File: config.mk
export PLATFORM = sky130hd
export DESIGN_NAME = ex_muldiv_unit_flat
export DESIGN_NICKNAME = d
export VERILOG_FILES = /design/src/rtl/ex_muldiv_unit_pkg.sv /design/src/rtl/ex_muldiv_unit_if.sv /design/src/rtl/mdu_iter.sv /design/src/rtl/ex_muldiv_unit.sv /design/src/flat_wrapper.sv
export SDC_FILE = /design/constraint.sdc
export NUM_CORES = 1
export LEC_CHECK = 0
export BUFFER_PORTS_ARGS = -buffer_cell sky130_fd_sc_hd__buf_4
export CORE_MARGIN = 1.5
export CORE_UTILIZATION = 25
export DETAILED_ROUTE_END_ITERATION = 12
export GPL_TIMING_DRIVEN = 0
export PLACE_DENSITY = 0.43
export SYNTH_ARGS = -nofsm -noshare
export SYNTH_HDL_FRONTEND = slang
export SYNTH_HIERARCHICAL = 1
export SYNTH_SLANG_ARGS = --single-unit
File: constraint.sdc
create_clock -name clk -period 3.8 [get_ports clk]
set_input_delay 0.19 -clock clk [delete_from_list [all_inputs] [get_ports clk]]
set_output_delay 0.19 -clock clk [all_outputs]
set_load 0.02 [all_outputs]
File: src/rtl/ex_muldiv_unit_pkg.sv
// Shared definitions for the RV32M multiply/divide unit: op codes, FSM
// state encoding and the iteration-counter width helper.
package ex_muldiv_unit_pkg;

   localparam logic [2:0] MDU_MUL    = 3'b000;
   localparam logic [2:0] MDU_MULH   = 3'b001;
   localparam logic [2:0] MDU_MULHSU = 3'b010;
   localparam logic [2:0] MDU_MULHU  = 3'b011;
   localparam logic [2:0] MDU_DIV    = 3'b100;
   localparam logic [2:0] MDU_DIVU   = 3'b101;
   localparam logic [2:0] MDU_REM    = 3'b110;
   localparam logic [2:0] MDU_REMU   = 3'b111;

   typedef enum logic [1:0] {
      ST_IDLE  = 2'd0,
      ST_CALC  = 2'd1,
      ST_FIXUP = 2'd2,
      ST_DONE  = 2'd3
   } mdu_state_e;

   function automatic int mdu_cnt_w(input int xlen, input int unroll);
      return $clog2(xlen / unroll + 1);
   endfunction

endpackage

File: src/rtl/ex_muldiv_unit_if.sv
// EX-stage <-> multiply/divide unit request/result bundle.
interface ex_muldiv_unit_if #(
   parameter int XLEN = 32
);
   logic            start_ex;
   logic [2:0]      mdu_code_ex;
   logic [XLEN-1:0] rs1_sel;
   logic [XLEN-1:0] rs2_sel;
   logic [4:0]      rd_adr_ex;
   logic            flush;
   logic            stall;
   logic            mdu_stall;
   logic            busy;
   logic            result_valid;
   logic [XLEN-1:0] result_data;
   logic [4:0]      result_rd_adr;

   modport master (
      output start_ex, mdu_code_ex, rs1_sel, rs2_sel, rd_adr_ex, flush, stall,
      input  mdu_stall, busy, result_valid, result_data, result_rd_adr
   );

   modport slave (
      input  start_ex, mdu_code_ex, rs1_sel, rs2_sel, rd_adr_ex, flush, stall,
      output mdu_stall, busy, result_valid, result_data, result_rd_adr
   );
endinterface

File: src/rtl/mdu_iter.sv
// Combinational step of the iterative datapath: retires UNROLL bits of
// shift-add multiply or restoring shift-subtract divide.
module mdu_iter #(
   parameter int XLEN   = 32,
   parameter int UNROLL = 1
) (
   input  logic            i_is_div,
   input  logic [XLEN-1:0] i_acc,
   input  logic [XLEN-1:0] i_lo,
   input  logic [XLEN-1:0] i_opd,
   output logic [XLEN-1:0] o_acc,
   output logic [XLEN-1:0] o_lo
);

   logic [XLEN:0] w_trial;
   logic          w_qbit;

   // Multiply: acc:lo is the product with the multiplier shifting out of lo.
   // Divide: acc is the partial remainder, lo shifts dividend out / quotient in.
   always_comb begin
      o_acc   = i_acc;
      o_lo    = i_lo;
      w_trial = '0;
      w_qbit  = 1'b0;
      for (int k = 0; k < UNROLL; k++) begin
         if (i_is_div) begin
            w_trial = {o_acc, o_lo[XLEN-1]};
            w_qbit  = (w_trial >= {1'b0, i_opd});
            if (w_qbit) begin
               w_trial = w_trial - {1'b0, i_opd};
            end
            o_acc = w_trial[XLEN-1:0];
            o_lo  = {o_lo[XLEN-2:0], w_qbit};
         end else begin
            w_trial = {1'b0, o_acc} + (o_lo[0] ? {1'b0, i_opd} : '0);
            o_acc   = w_trial[XLEN:1];
            o_lo    = {w_trial[0], o_lo[XLEN-1:1]};
         end
      end
   end

endmodule

File: src/rtl/ex_muldiv_unit.sv
// Multi-cycle RV32M multiply/divide unit: magnitude iteration, one-cycle sign
// fixup, RISC-V divide corner cases and flush abort; stalls EX while busy.
module ex_muldiv_unit
   import ex_muldiv_unit_pkg::*;
#(
   parameter int XLEN   = 32,
   parameter int UNROLL = 1
) (
   input logic             clk,
   input logic             rst_n,
   ex_muldiv_unit_if.slave mdu
);

   localparam int              CW      = mdu_cnt_w(XLEN, UNROLL);
   localparam logic [XLEN-1:0] MIN_NEG = {1'b1, {(XLEN-1){1'b0}}};

   mdu_state_e        r_state, w_state_nxt;
   logic [CW-1:0]     r_cnt;
   logic [2:0]        r_code;
   logic [4:0]        r_rd;
   logic [XLEN-1:0]   r_acc, r_lo, r_opd;
   logic              r_neg, r_rneg;
   logic [XLEN-1:0]   r_result;
   logic [4:0]        r_result_rd;

   logic              w_is_div, w_sgn1, w_sgn2, w_div0, w_ovf, w_corner, w_accept;
   logic [XLEN-1:0]   w_mag1, w_mag2, w_corner_res;
   logic [XLEN-1:0]   w_acc_nxt, w_lo_nxt, w_quo, w_rem, w_fix_res;
   logic [2*XLEN-1:0] w_prod, w_prod_fix;

   // Operand decode: MULHU/DIVU/REMU are fully unsigned, MULHSU signs rs1 only.
   assign w_is_div = mdu.mdu_code_ex[2];
   assign w_sgn1   = (w_is_div ? ~mdu.mdu_code_ex[0] : (mdu.mdu_code_ex[1:0] != 2'b11))
                     & mdu.rs1_sel[XLEN-1];
   assign w_sgn2   = (w_is_div ? ~mdu.mdu_code_ex[0] : ~mdu.mdu_code_ex[1])
                     & mdu.rs2_sel[XLEN-1];
   assign w_mag1   = w_sgn1 ? -mdu.rs1_sel : mdu.rs1_sel;
   assign w_mag2   = w_sgn2 ? -mdu.rs2_sel : mdu.rs2_sel;
   assign w_div0   = w_is_div & (mdu.rs2_sel == '0);
   assign w_ovf    = w_is_div & ~mdu.mdu_code_ex[0] & (mdu.rs1_sel == MIN_NEG)
                     & (mdu.rs2_sel == '1);
   assign w_corner = w_div0 | w_ovf;
   assign w_accept = (r_state == ST_IDLE) & mdu.start_ex & ~mdu.flush;

   always_comb begin
      w_corner_res = mdu.rs1_sel;
      if (w_div0 && !mdu.mdu_code_ex[1]) begin
         w_corner_res = '1;
      end else if (w_ovf && mdu.mdu_code_ex[1]) begin
         w_corner_res = '0;
      end
   end

   mdu_iter #(
      .XLEN   (XLEN),
      .UNROLL (UNROLL)
   ) u_mdu_iter (
      .i_is_div (r_code[2]),
      .i_acc    (r_acc),
      .i_lo     (r_lo),
      .i_opd    (r_opd),
      .o_acc    (w_acc_nxt),
      .o_lo     (w_lo_nxt)
   );

   assign w_prod     = {r_acc, r_lo};
   assign w_prod_fix = r_neg ? -w_prod : w_prod;
   assign w_quo      = r_neg ? -r_lo : r_lo;
   assign w_rem      = r_rneg ? -r_acc : r_acc;

   always_comb begin
      case (r_code)
         MDU_MUL:                        w_fix_res = w_prod_fix[XLEN-1:0];
         MDU_MULH, MDU_MULHSU, MDU_MULHU: w_fix_res = w_prod_fix[2*XLEN-1:XLEN];
         MDU_DIV, MDU_DIVU:              w_fix_res = w_quo;
         default:                        w_fix_res = w_rem;
      endcase
   end

   always_comb begin
      w_state_nxt       = r_state;
      mdu.busy          = (r_state != ST_IDLE);
      mdu.result_valid  = (r_state == ST_DONE);
      mdu.result_data   = r_result;
      mdu.result_rd_adr = r_result_rd;
      mdu.mdu_stall     = ~mdu.flush & (((r_state == ST_IDLE) & mdu.start_ex)
                                        | (r_state == ST_CALC) | (r_state == ST_FIXUP));
      case (r_state)
         ST_IDLE:  if (w_accept) w_state_nxt = w_corner ? ST_DONE : ST_CALC;
         ST_CALC:  if (r_cnt == CW'(1)) w_state_nxt = ST_FIXUP;
         ST_FIXUP: w_state_nxt = ST_DONE;
         ST_DONE:  if (!mdu.stall) w_state_nxt = ST_IDLE;
         default:  w_state_nxt = ST_IDLE;
      endcase
      if (mdu.flush) begin
         w_state_nxt = ST_IDLE;
      end
   end

   always_ff @(posedge clk or negedge rst_n) begin
      if (!rst_n) begin
         r_state     <= ST_IDLE;
         r_cnt       <= '0;
         r_result    <= '0;
         r_result_rd <= '0;
      end else begin
         r_state <= w_state_nxt;
         if (w_accept) begin
            r_cnt <= CW'(XLEN / UNROLL);
         end else if (r_state == ST_CALC) begin
            r_cnt <= r_cnt - CW'(1);
         end
         // Result registers only load on entry to DONE.
         if (w_state_nxt == ST_DONE && r_state == ST_IDLE) begin
            r_result    <= w_corner_res;
            r_result_rd <= mdu.rd_adr_ex;
         end else if (w_state_nxt == ST_DONE && r_state == ST_FIXUP) begin
            r_result    <= w_fix_res;
            r_result_rd <= r_rd;
         end
      end
   end

   always_ff @(posedge clk) begin
      if (w_accept) begin
         r_code <= mdu.mdu_code_ex;
         r_rd   <= mdu.rd_adr_ex;
         r_acc  <= '0;
         r_opd  <= w_is_div ? w_mag2 : w_mag1;
         r_lo   <= w_is_div ? w_mag1 : w_mag2;
         r_neg  <= w_sgn1 ^ w_sgn2;
         r_rneg <= w_sgn1;
      end else if (r_state == ST_CALC) begin
         r_acc <= w_acc_nxt;
         r_lo  <= w_lo_nxt;
      end
   end

endmodule

File: src/flat_wrapper.sv
// flat-port wrapper written by rule: the top's interface ports become plain ports
module ex_muldiv_unit_flat import ex_muldiv_unit_pkg::*;
#(
   parameter int XLEN   = 32,
   parameter int UNROLL = 1
)
  (clk, rst_n, mdu_start_ex, mdu_mdu_code_ex, mdu_rs1_sel, mdu_rs2_sel, mdu_rd_adr_ex, mdu_flush, mdu_stall, mdu_mdu_stall, mdu_busy, mdu_result_valid, mdu_result_data, mdu_result_rd_adr);
  ex_muldiv_unit_if #(.XLEN(XLEN)) mdu_i ();
  input logic clk;
  input logic rst_n;
  input wire logic [$bits(mdu_i.start_ex)-1:0] mdu_start_ex;
  input wire logic [$bits(mdu_i.mdu_code_ex)-1:0] mdu_mdu_code_ex;
  input wire logic [$bits(mdu_i.rs1_sel)-1:0] mdu_rs1_sel;
  input wire logic [$bits(mdu_i.rs2_sel)-1:0] mdu_rs2_sel;
  input wire logic [$bits(mdu_i.rd_adr_ex)-1:0] mdu_rd_adr_ex;
  input wire logic [$bits(mdu_i.flush)-1:0] mdu_flush;
  input wire logic [$bits(mdu_i.stall)-1:0] mdu_stall;
  output wire logic [$bits(mdu_i.mdu_stall)-1:0] mdu_mdu_stall;
  output wire logic [$bits(mdu_i.busy)-1:0] mdu_busy;
  output wire logic [$bits(mdu_i.result_valid)-1:0] mdu_result_valid;
  output wire logic [$bits(mdu_i.result_data)-1:0] mdu_result_data;
  output wire logic [$bits(mdu_i.result_rd_adr)-1:0] mdu_result_rd_adr;
  assign mdu_i.start_ex = mdu_start_ex;
  assign mdu_i.mdu_code_ex = mdu_mdu_code_ex;
  assign mdu_i.rs1_sel = mdu_rs1_sel;
  assign mdu_i.rs2_sel = mdu_rs2_sel;
  assign mdu_i.rd_adr_ex = mdu_rd_adr_ex;
  assign mdu_i.flush = mdu_flush;
  assign mdu_i.stall = mdu_stall;
  assign mdu_mdu_stall = mdu_i.mdu_stall;
  assign mdu_busy = mdu_i.busy;
  assign mdu_result_valid = mdu_i.result_valid;
  assign mdu_result_data = mdu_i.result_data;
  assign mdu_result_rd_adr = mdu_i.result_rd_adr;
  ex_muldiv_unit #(.XLEN(XLEN), .UNROLL(UNROLL)) u_core (.clk(clk), .rst_n(rst_n), .mdu(mdu_i));
endmodule
Yosys cells after proc, flatten, opt, wreduce, memory -nomap -nowiden --
Index checks and enable logic that the tools add are counted.
Storage, ports and cells: bits in registers 151, input port bits 77, logic and storage cells 92
Cells by class: reductions and logical operators 13, equality and inequality tests 13, add/subtract/negate cells 8, mux-type cells 30, bitwise gates (word level) 16, order comparisons 1
Operator list (count):
- 2-to-1 mux 32 bit | 16
- negator 32 bit | 4
- one-hot mux 32 bit (3 select lines) | 1
- equality test 32 bit, second input constant | 2
- 2-to-1 mux 64 bit | 1
- negator 64 bit | 1
- adder 32 x 32 -> 33 bit | 1
- >= comparator 33 x 32 -> 1 bit | 1
- logical NOT 32 bit | 1
- subtractor 32 bit | 1
- 2-to-1 mux 6 bit | 2
- 2-to-1 mux 2 bit | 5
- 2-to-1 mux 5 bit | 2
- bitwise AND 1 bit | 9
- one-hot mux 2 bit (4 select lines) | 1
- equality test 2 bit, second input constant | 3
- equality test 3 x 2 -> 1 bit, second input constant | 2
- equality test 3 bit, second input constant | 2
- equality test 6 x 1 -> 1 bit, second input constant | 1
- nonzero test 2 bit | 3
- subtractor 6 x 1 -> 6 bit, second input constant | 1
- logical AND 1 bit | 4
- equality test 3 x 1 -> 1 bit, second input constant | 1
- logical NOT 3 bit | 1
- other kinds (10) | 15

Longest topological paths before layout --
Gate-level depths: netlist (run 1).
depth in word-level cells 13, depth in mapped cells 15, depth with buffers taken out 15

Cells and area by module --
Netlist (run 1), hierarchy kept.
By module, submodules not included:
- ex_muldiv_unit | cells an instance 1371, area each 10996.8 µm², seq. area each 3988.8 µm², instances 1
- mdu_iter | cells an instance 705, area each 4867.2 µm², seq. area each 0.0 µm², instances 1

Least setup slack after synthesis (run 1) --
OpenSTA, ideal clock, no wires.
kind reg2reg, start point reg u_core.r_state[0], end point reg u_core.r_code[0], enable pin, stages on the path, launching flop included 7, data required time 3.377 ns, arrival time 3.100 ns, path buffers 3, slack 0.277 ns, cell sequence dfrtp_1 -> or2_2 -> clkbuf_1 -> or3b_2 -> clkbuf_1 -> inv_2 -> buf_1
On the way: word-level cells in the longest chain between the ends 3
Ends and longest elaborated chain:
- start, declared | RTL line ex_muldiv_unit.sv:17 | mdu_state_e r_state, w_state_nxt;
- start signal, assigned | RTL line ex_muldiv_unit.sv:107 | r_state <= w_state_nxt;
- logical NOT 2 bit | RTL line ex_muldiv_unit.sv:43 | assign w_accept = (r_state == ST_IDLE) & mdu.start_ex & ~mdu.flush;
- bitwise AND 1 bit (2 in series) | RTL line ex_muldiv_unit.sv:43
- named net u_core.w_accept | RTL line ex_muldiv_unit.sv:26 | logic w_is_div, w_sgn1, w_sgn2, w_div0, w_ovf, w_corner, w_accept;
- end signal, assigned | RTL line ex_muldiv_unit.sv:126 | r_code <= mdu.mdu_code_ex;
- end, declared | RTL line ex_muldiv_unit.sv:19 | logic [2:0] r_code;
The timed path passes the listed nets, and every way through them passes these cells. A chain may end at the register's enable or synchronous reset.

Worst setup path after layout (run 1) --
start point in mdu_mdu_code_ex[0], end point reg u_core.r_result[12], in the netlist u_core/mdu.result_data[12]
On the way: word-level cells in the longest chain between the ends 12
Ends and longest elaborated chain:
- start, declared | RTL line flat_wrapper.sv:12 | input wire logic [$bits(mdu_i.mdu_code_ex)-1:0] mdu_mdu_code_ex;
- NOT 1 bit * | RTL line ex_muldiv_unit.sv:40 | assign w_ovf = w_is_div & ~mdu.mdu_code_ex[0] & (mdu.rs1_sel == MIN_NEG)
- bitwise AND 1 bit * (2 in series) | RTL line ex_muldiv_unit.sv:40
- bitwise AND 1 bit * | RTL line ex_muldiv_unit.sv:41 | & (mdu.rs2_sel == '1);
- bitwise OR 1 bit | RTL line ex_muldiv_unit.sv:42 | assign w_corner = w_div0 | w_ovf;
- 2-to-1 mux 2 bit (2 in series) | RTL line ex_muldiv_unit.sv:89 | ST_IDLE: if (w_accept) w_state_nxt = w_corner ? ST_DONE : ST_CALC;
- one-hot mux 2 bit (4 select lines) | RTL line ex_muldiv_unit.sv:88 | case (r_state)
- 2-to-1 mux 2 bit | RTL line ex_muldiv_unit.sv:95 | if (mdu.flush) begin
- equality test 2 bit | RTL line ex_muldiv_unit.sv:114, ex_muldiv_unit.sv:117
- logical AND 1 bit (on tied branches) | RTL line ex_muldiv_unit.sv:114, ex_muldiv_unit.sv:117
- 2-to-1 mux 32 bit or nonzero test 2 bit (tied branches)
- end signal, assigned | RTL line ex_muldiv_unit.sv:115 | r_result <= w_corner_res;
- end signal, assigned | RTL line ex_muldiv_unit.sv:118 | r_result <= w_fix_res;
- end, declared | RTL line ex_muldiv_unit.sv:23 | logic [XLEN-1:0] r_result;
Mark *: on every way between the ends. The rest lies on a longest branch, timed or not.

==> results.yml, run 1 <==
synth:
  synth_edf_count: 74
  ys_types: 98
  yosysSeqAreaShare: 0.2514
  synth.net_count: 2226
  async_reset_ff_frac: 0.2980
  synthCells: 2076
  ys_ff_latch: 151
  netlist_area_sq_mm: 0.01586
  yosysTopAreaCell: "edfxtp_1"
  postSynthAreaPerCell_sq_um: 7.642
  synth.area.top_cells: "edfxtp_1, dfrtp_1, a21oi_1"
  synth_top_area_frac: 0.1401
  synth-main-ff-cell: "edfxtp_1"
  yosys_warnings: 6
worst_setup_path:
  crit_slowest_cell: "o31ai_1"
  path_cells: "dlygate4sd3_1 -> buf_4 -> nand4b_1 -> or4_1 -> or4_1 -> o31ai_1 -> and2_1 -> buf_2 -> buf_2 -> o22ai_1 -> o21ai_0"
  timing.rr.end: "u_core/mdu.result_data[4]$_DFFE_PN0P_"
  crit_buf_inv: 4
  crit_arrival_ns: 4.15
  crit_fanout: 10
  r2r_slack_ns: 0.07
  r2r_cells: 8
  critical-path-top-delay-family: "simple AND/OR/NAND/NOR gates"
  worstSetupStartpointType: "primary input"
  crit_path_end_kind: "flip-flop"
  r2r_start: "u_core/r_lo[8]$_DFFE_PP_"
  path_class: "in2reg"
  slowest_delay_ns: 0.89
  crit_required_ns: 4.21
grt:
  grt_overflow: 0
  antenna_found_initial: 7
  grt_use_total: 0.2446
  grt_pass1_vias: 16470
  grt_pass1_wl_um: 115100
  grt_start_max_net_pins: 46
drt:
  drc: 0
  drt-vias-per-instance: 5.625
  via_count: 17440
  ant_nets: 0
  totalWireLength_um: 80720
  drt_iter0_markers: 1683
  firstDrtPassIters: 6
  wl_per_cell_um: 26.03
power:
  clkPwrFrac: 0.190
  switchingPower_mw: 4.813
  intPower_mw: 4.938
  pwr-share-seq: 0.265
  powerDensity_mw_per_mm2: 515.3
  p_leak_nw: 7.378
  swShare: 0.4936
  peakVddDrop_mv: 0.3493
  comb_power_share: 0.544
  power.total_mw: 9.751
flow_run:
  maxCapViolCount: 0
floorplan:
  die-area_sq_mm: 0.06498
  fp.dieH_um: 254.9
  start_util: 0.2524
  placementRows: 92
  ios: 117
  die_w_um: 254.9
  core_area_sq_mm: 0.06285
cells_and_area:
  layout-drive-gt1-share: 0.1349
  final_core_util: 0.3011
  layoutNonFillerInstCount: 3101
  fill_cells: 6938
  final_cell_mix: "nand2_1, a21oi_1, nor2_1"
  final_common_cell: "nand2_1"
  area_growth_pct: 19.29
  nets: 2390
timing:
  worstMarginPinSlew_ns: 1.132
  finalSetupViolations: 0
  min_period_ns: 3.741
  rsz0062_at_grt: "no"
  finClkSkew_ns: 0.01445
  slew_headroom: 0.2456
  drv_slew: 0
  fmaxAchievable_ghz: 0.2673
  final_hold_viol_count: 0
  finalCritPeriodShare: 0.9844
placement:
  portBuffers: 113
  dpl.cell_count: 3037
  dp_hpwl_um: 64920
  place.gp.congestion: 0.9556
clock_network:
  clk_pin_slew_ns: 0.08
  numCtsBuffers: 17
  h-tree-depth: 4
  cts_tree: "yes"
  clock_insertion_delay_worst_skew_ns: 0.49
  clock-sinks: 151
  clockRootBuffer: "clkbuf_16"
  clockBufferDepth: 2
outcome:
  status: "finished, final reports clean"
hold_path:
  hp-class: "in2reg"
  hold_path_depth: 3
  hp-start: "mdu_stall"
  hold_end: "u_core/r_state[0]$_DFF_PN0_"
[layer usage]
layer	track usage	vias up	share of wire
met2	0.3910	766	0.45
met3	0.04261	135	0.068
li1	-	8002	-
met1	0.3303	8535	0.45
met4	0.08453	6	0.035
met5	0	-	0.00050
[cells in the mapped netlist (32+ instances only)]
library cell	instances
a21o_1	36
a21oi_1	193
and2_1	45
clkbuf_1	108
dfrtp_1	45
dfxtp_1	32
edfxtp_1	74
ha_1	71
inv_1	72
mux2_2	37
mux2i_1	38
nand2_1	234
nand3_1	49
nand4_1	35
nor2_1	180
nor3_1	99
nor4_1	35
o21ai_0	117
o31ai_1	34
xnor2_1	76
xor2_1	78
[area by class of cell]
type                            instances  area (sq um)  share of cell area
Clock buffer                           17         425.4             0.02248
Tap cell                              846          1059             0.05593
Buffer                                133         548.0             0.02896
Multi-Input combinational cell       1717         11270              0.5954
Clock inverter                         15         202.7             0.01071
Timing Repair Buffer                  145          1141             0.06030
Inverter                               75         281.5             0.01488
Sequential cell                       151          3995              0.2111
Antenna cell                            2         5.005           0.0002645
[metrics by stage]
step           TNS, ns  setup WS, ns  hold slack [ns]  area, sq um
6_report             0       0.05934          0.02458        18920
3_5_place_dp    -11.22       -0.6250           0.2522        17820
5_1_grt              0      0.002144          0.04348        18920
2_1_floorplan        0        0.2771          -0.1056        15860
4_1_cts        -0.1115      -0.09259        0.0006941        18740
3_3_place_gp    -81.67        -1.292           0.2512        17770
[power by group through the flow]
| stage | combinational (mW) | clock (mW) | sequential (mW) |
|---|---|---|---|
| 2_1_floorplan | 3.27 | 0 | 2.47 |
| 3_3_place_gp | 5.02 | 0 | 2.62 |
| 3_5_place_dp | 5.02 | 0 | 2.62 |
| 4_1_cts | 5.15 | 1.89 | 2.58 |
| 5_1_grt | 5.72 | 1.95 | 2.63 |
| 6_report | 5.31 | 1.86 | 2.59 |
[tightest hold or removal path: cells and delay by family]
family | cells | cell delay, ns
buffers and inverters | 1 | 0.08
and+or+nand+nor | 2 | 0.20
[registers in the layout, indices dropped and copies added (netlist names)]
register and count:
u_core/r_opd 32, u_core/r_cnt 6, u_core/r_neg 1, u_core/r_state 2, u_core/r_rneg 1, u_core/mdu.result_data 32
u_core/r_code 3, u_core/r_acc 32, u_core/r_rd 5, u_core/mdu.result_rd_adr 5, u_core/r_lo 32
[kinds of logic (layout without fill, tap and decap cells)]
logic type / Yosys count / count (layout) / share of synthesized area
fa+ha+maj: 73 / 73 / 0.05852
xor+xnor: 154 / 154 / 0.08502
buf+inv: 208 / 385 / 0.05158
other cells: 0 / 2 / 0
simple gates: 807 / 807 / 0.2515
compound gates: 608 / 608 / 0.2517
flops: 151 / 151 / 0.2514
mux: 75 / 75 / 0.05024
[what timing repair did]
item	4_1_cts	5_1_grt
hold endpoints to repair	56	0
gates resized for setup	17	33
hold buffers	10	0
buffers inserted	13	7
endpoints found under the setup margin	53	50
pin swaps	4	9
[worst max path at each step]
stage                                            start                                endpoint  slack, ns  cells past startpoint
after detailed placement  u_core/r_acc[2]$_SDFFE_PP0P_  u_core/mdu.result_data[30]$_DFFE_PN0P_      -0.62                      8
after CTS                     u_core/r_lo[8]$_DFFE_PP_  u_core/mdu.result_data[30]$_DFFE_PN0P_      -0.09                      8
after global routing         u_core/r_lo[31]$_DFFE_PP_           u_core/r_acc[30]$_SDFFE_PP0P_      0.002                     16
after floorplan            u_core/r_state[0]$_DFF_PN0_              u_core/r_code[0]$_DFFE_PP_       0.28                      6
final                               mdu_mdu_code_ex[0]  u_core/mdu.result_data[12]$_DFFE_PN0P_       0.06                     11
after global placement     u_core/r_state[0]$_DFF_PN0_                u_core/r_rd[4]$_DFFE_PP_      -1.29                      6
Note: power is estimated with default switching activity, not from simulation.
==> inputs of run 2 (changes only) <==
- clock period: 3.8 -> 4.4 ns (I/O delays scaled with it)
==> run 2 against run 1 <==
Net effect:
- wire length is 0.45% lower
- sequential power is 14% lower
- die area stayed put
- combinational power is 16% lower
- via count is 0.51% lower
==> results.yml, run 2 (synthesis gave the netlist of run 1 again) <==
clock_network:
  clock-sinks: 151
  h-tree-depth: 4
  clockBufferDepth: 2
  numCtsBuffers: 17
  clk_pin_slew_ns: 0.08
  clock_insertion_delay_worst_skew_ns: 0.50
  cts_tree: "yes"
  clockRootBuffer: "clkbuf_16"
hold_path:
  hp-class: "in2reg"
  hold_path_depth: 3
cells_and_area:
  design_area_sq_mm: 0.01859
  nets: 2373
  final_cell_mix: "nand2_1, a21oi_1, nor2_1"
  multi_input_area_sq_mm: 0.01109
  fill_cells: 6964
  final_common_cell: "nand2_1"
  area_growth_pct: 17.17
  final_core_util: 0.2957
  layout-drive-gt1-share: 0.1136
  diodes: 0
  layoutNonFillerInstCount: 3082
  seq_area_sq_mm: 0.003989
drt:
  totalWireLength_um: 80360
  ant_nets: 0
  drc: 0
  drt_iter0_markers: 1679
  drt-vias-per-instance: 5.631
  firstDrtPassIters: 6
  via_count: 17360
  wl_per_cell_um: 26.07
placement:
  dpl.cell_count: 3037
  portBuffers: 113
  place_area_sq_mm: 0.01782
  place.gp.congestion: 0.9556
  dp_hpwl_um: 64920
timing:
  setup_tns_ns: 0
  final_hold_viol_count: 0
  slew_headroom: 0.08503
  finClkSkew_ns: 0.02488
  drv_slew: 0
  min_period_ns: 4.257
  rsz0062_at_grt: "no"
  fmaxAchievable_ghz: 0.2349
  finalCritPeriodShare: 0.9675
  worstMarginPinSlew_ns: 1.360
  finalSetupViolations: 0
  holdWs_ns: 0.05491
power:
  peakVddDrop_mv: 0.2744
  p_leak_nw: 7.217
  powerDensity_mw_per_mm2: 445.7
worst_setup_path:
  critical-path-top-delay-family: "simple AND/OR/NAND/NOR gates"
  r2r_start: "u_core/r_lo[22]$_DFFE_PP_"
  crit_arrival_ns: 4.62
  path_cells: "or4_1 -> or4_1 -> clkbuf_1 -> nor4_1 -> a21oi_1 -> xnor2_1 -> a211oi_1 -> o21ai_1"
  crit_slowest_cell: "nor4_1"
  worstSetupStartpointType: "flip-flop"
  crit_path_start: "u_core/r_lo[22]$_DFFE_PP_"
  path_class: "reg2reg"
  crit_top_cell: "or4_1"
  crit_required_ns: 4.76
  crit_cells: 8
  crit_fanout: 7
  r2r_slack_ns: 0.14
  slowest_delay_ns: 1.16
  crit_path_end: "u_core/mdu.result_data[22]$_DFFE_PN0P_"
  timing.rr.end: "u_core/mdu.result_data[22]$_DFFE_PN0P_"
  crit_buf_inv: 1
  r2r_cells: 8
  crit_path_end_kind: "flip-flop"
grt:
  grt_pass1_vias: 16390
  grt_overflow: 0
  antenna_found_initial: 4
  grt_use_total: 0.2440
  grt_pass1_wl_um: 114900
  grt_start_max_net_pins: 46
floorplan:
  ios: 117
  die_w_um: 254.9
  die-area_sq_mm: 0.06498
  core_area_sq_mm: 0.06285
  start_util: 0.2524
  placementRows: 92
  fp.dieH_um: 254.9
flow_run:
  maxCapViolCount: 0
outcome:
  status: "finished, final reports clean"
## run 2: cell types whose count changed in the layout (fill, tap and decap cells not counted), moves of 3 or more
cell	change
a2111oi_2	-3
a211oi_1	+3
a211oi_2	-3
buf_4	-16
clkbuf_1	+5
dfxtp_1	+5
dfxtp_2	-5
nor3_1	+3
nor3_2	-3
nor4_1	+4
nor4_4	-4
## run 2: power by group
group	switching (mW)	leakage [nW]	internal [mW]
clock network	0.775	0.306	0.825
registers	0.454	1.55	1.78
logic	2.86	5.36	1.59
total	4.09	7.22	4.19
## run 2: what timing repair did
item,4_1_cts,5_1_grt
resized for setup,1,3
hold endpoints to repair,55,0
endpoints found under the setup margin,1,5
buffers inserted,0,3
hold buffers,10,0
## run 2: worst min-delay path, stage by stage
cell     delay, ns
buf_4         0.08
nor2b_1       0.04
nor3_1        0.16
## run 2: worst min-delay path by stage
stage,startpoint,endpoint
after floorplan,rst_n,u_core/mdu.result_data[0]$_DFFE_PN0P_
after global placement,rst_n,u_core/mdu.result_data[20]$_DFFE_PN0P_
after detailed placement,rst_n,u_core/mdu.result_rd_adr[0]$_DFFE_PN0P_
after CTS,mdu_stall,u_core/r_state[0]$_DFF_PN0_
after global routing,mdu_rs1_sel[30],u_core/mdu.result_data[30]$_DFFE_PN0P_
final,mdu_stall,u_core/r_state[0]$_DFF_PN0_
## run 2: layout make-up
class	count	area share
tap	846	0.05695
clock buffer	17	0.02289
sequential	151	0.2146
multi-input combinational	1717	0.5967
buffer	133	0.02894
inverter	75	0.01515
timing repair buffer	128	0.05385
clock inverter	15	0.01090
## run 2: metal layers
metal / vias to the layer above / part of all wire / global-route usage
met5: - / 0.00022 / 0
met4: 4 / 0.035 / 0.08521
met3: 133 / 0.061 / 0.03732
met2: 762 / 0.45 / 0.3901
met1: 8492 / 0.45 / 0.3323
li1: 7964 / - / -
## run 2: stage by stage
step                power (mW)  worst slack, ns
floorplan                4.953           0.8771
global placement         6.603          -0.6917
detailed placement       6.602         -0.02499
CTS                      8.244          0.06160
global route             8.759          0.01698
finish                   8.284           0.1430
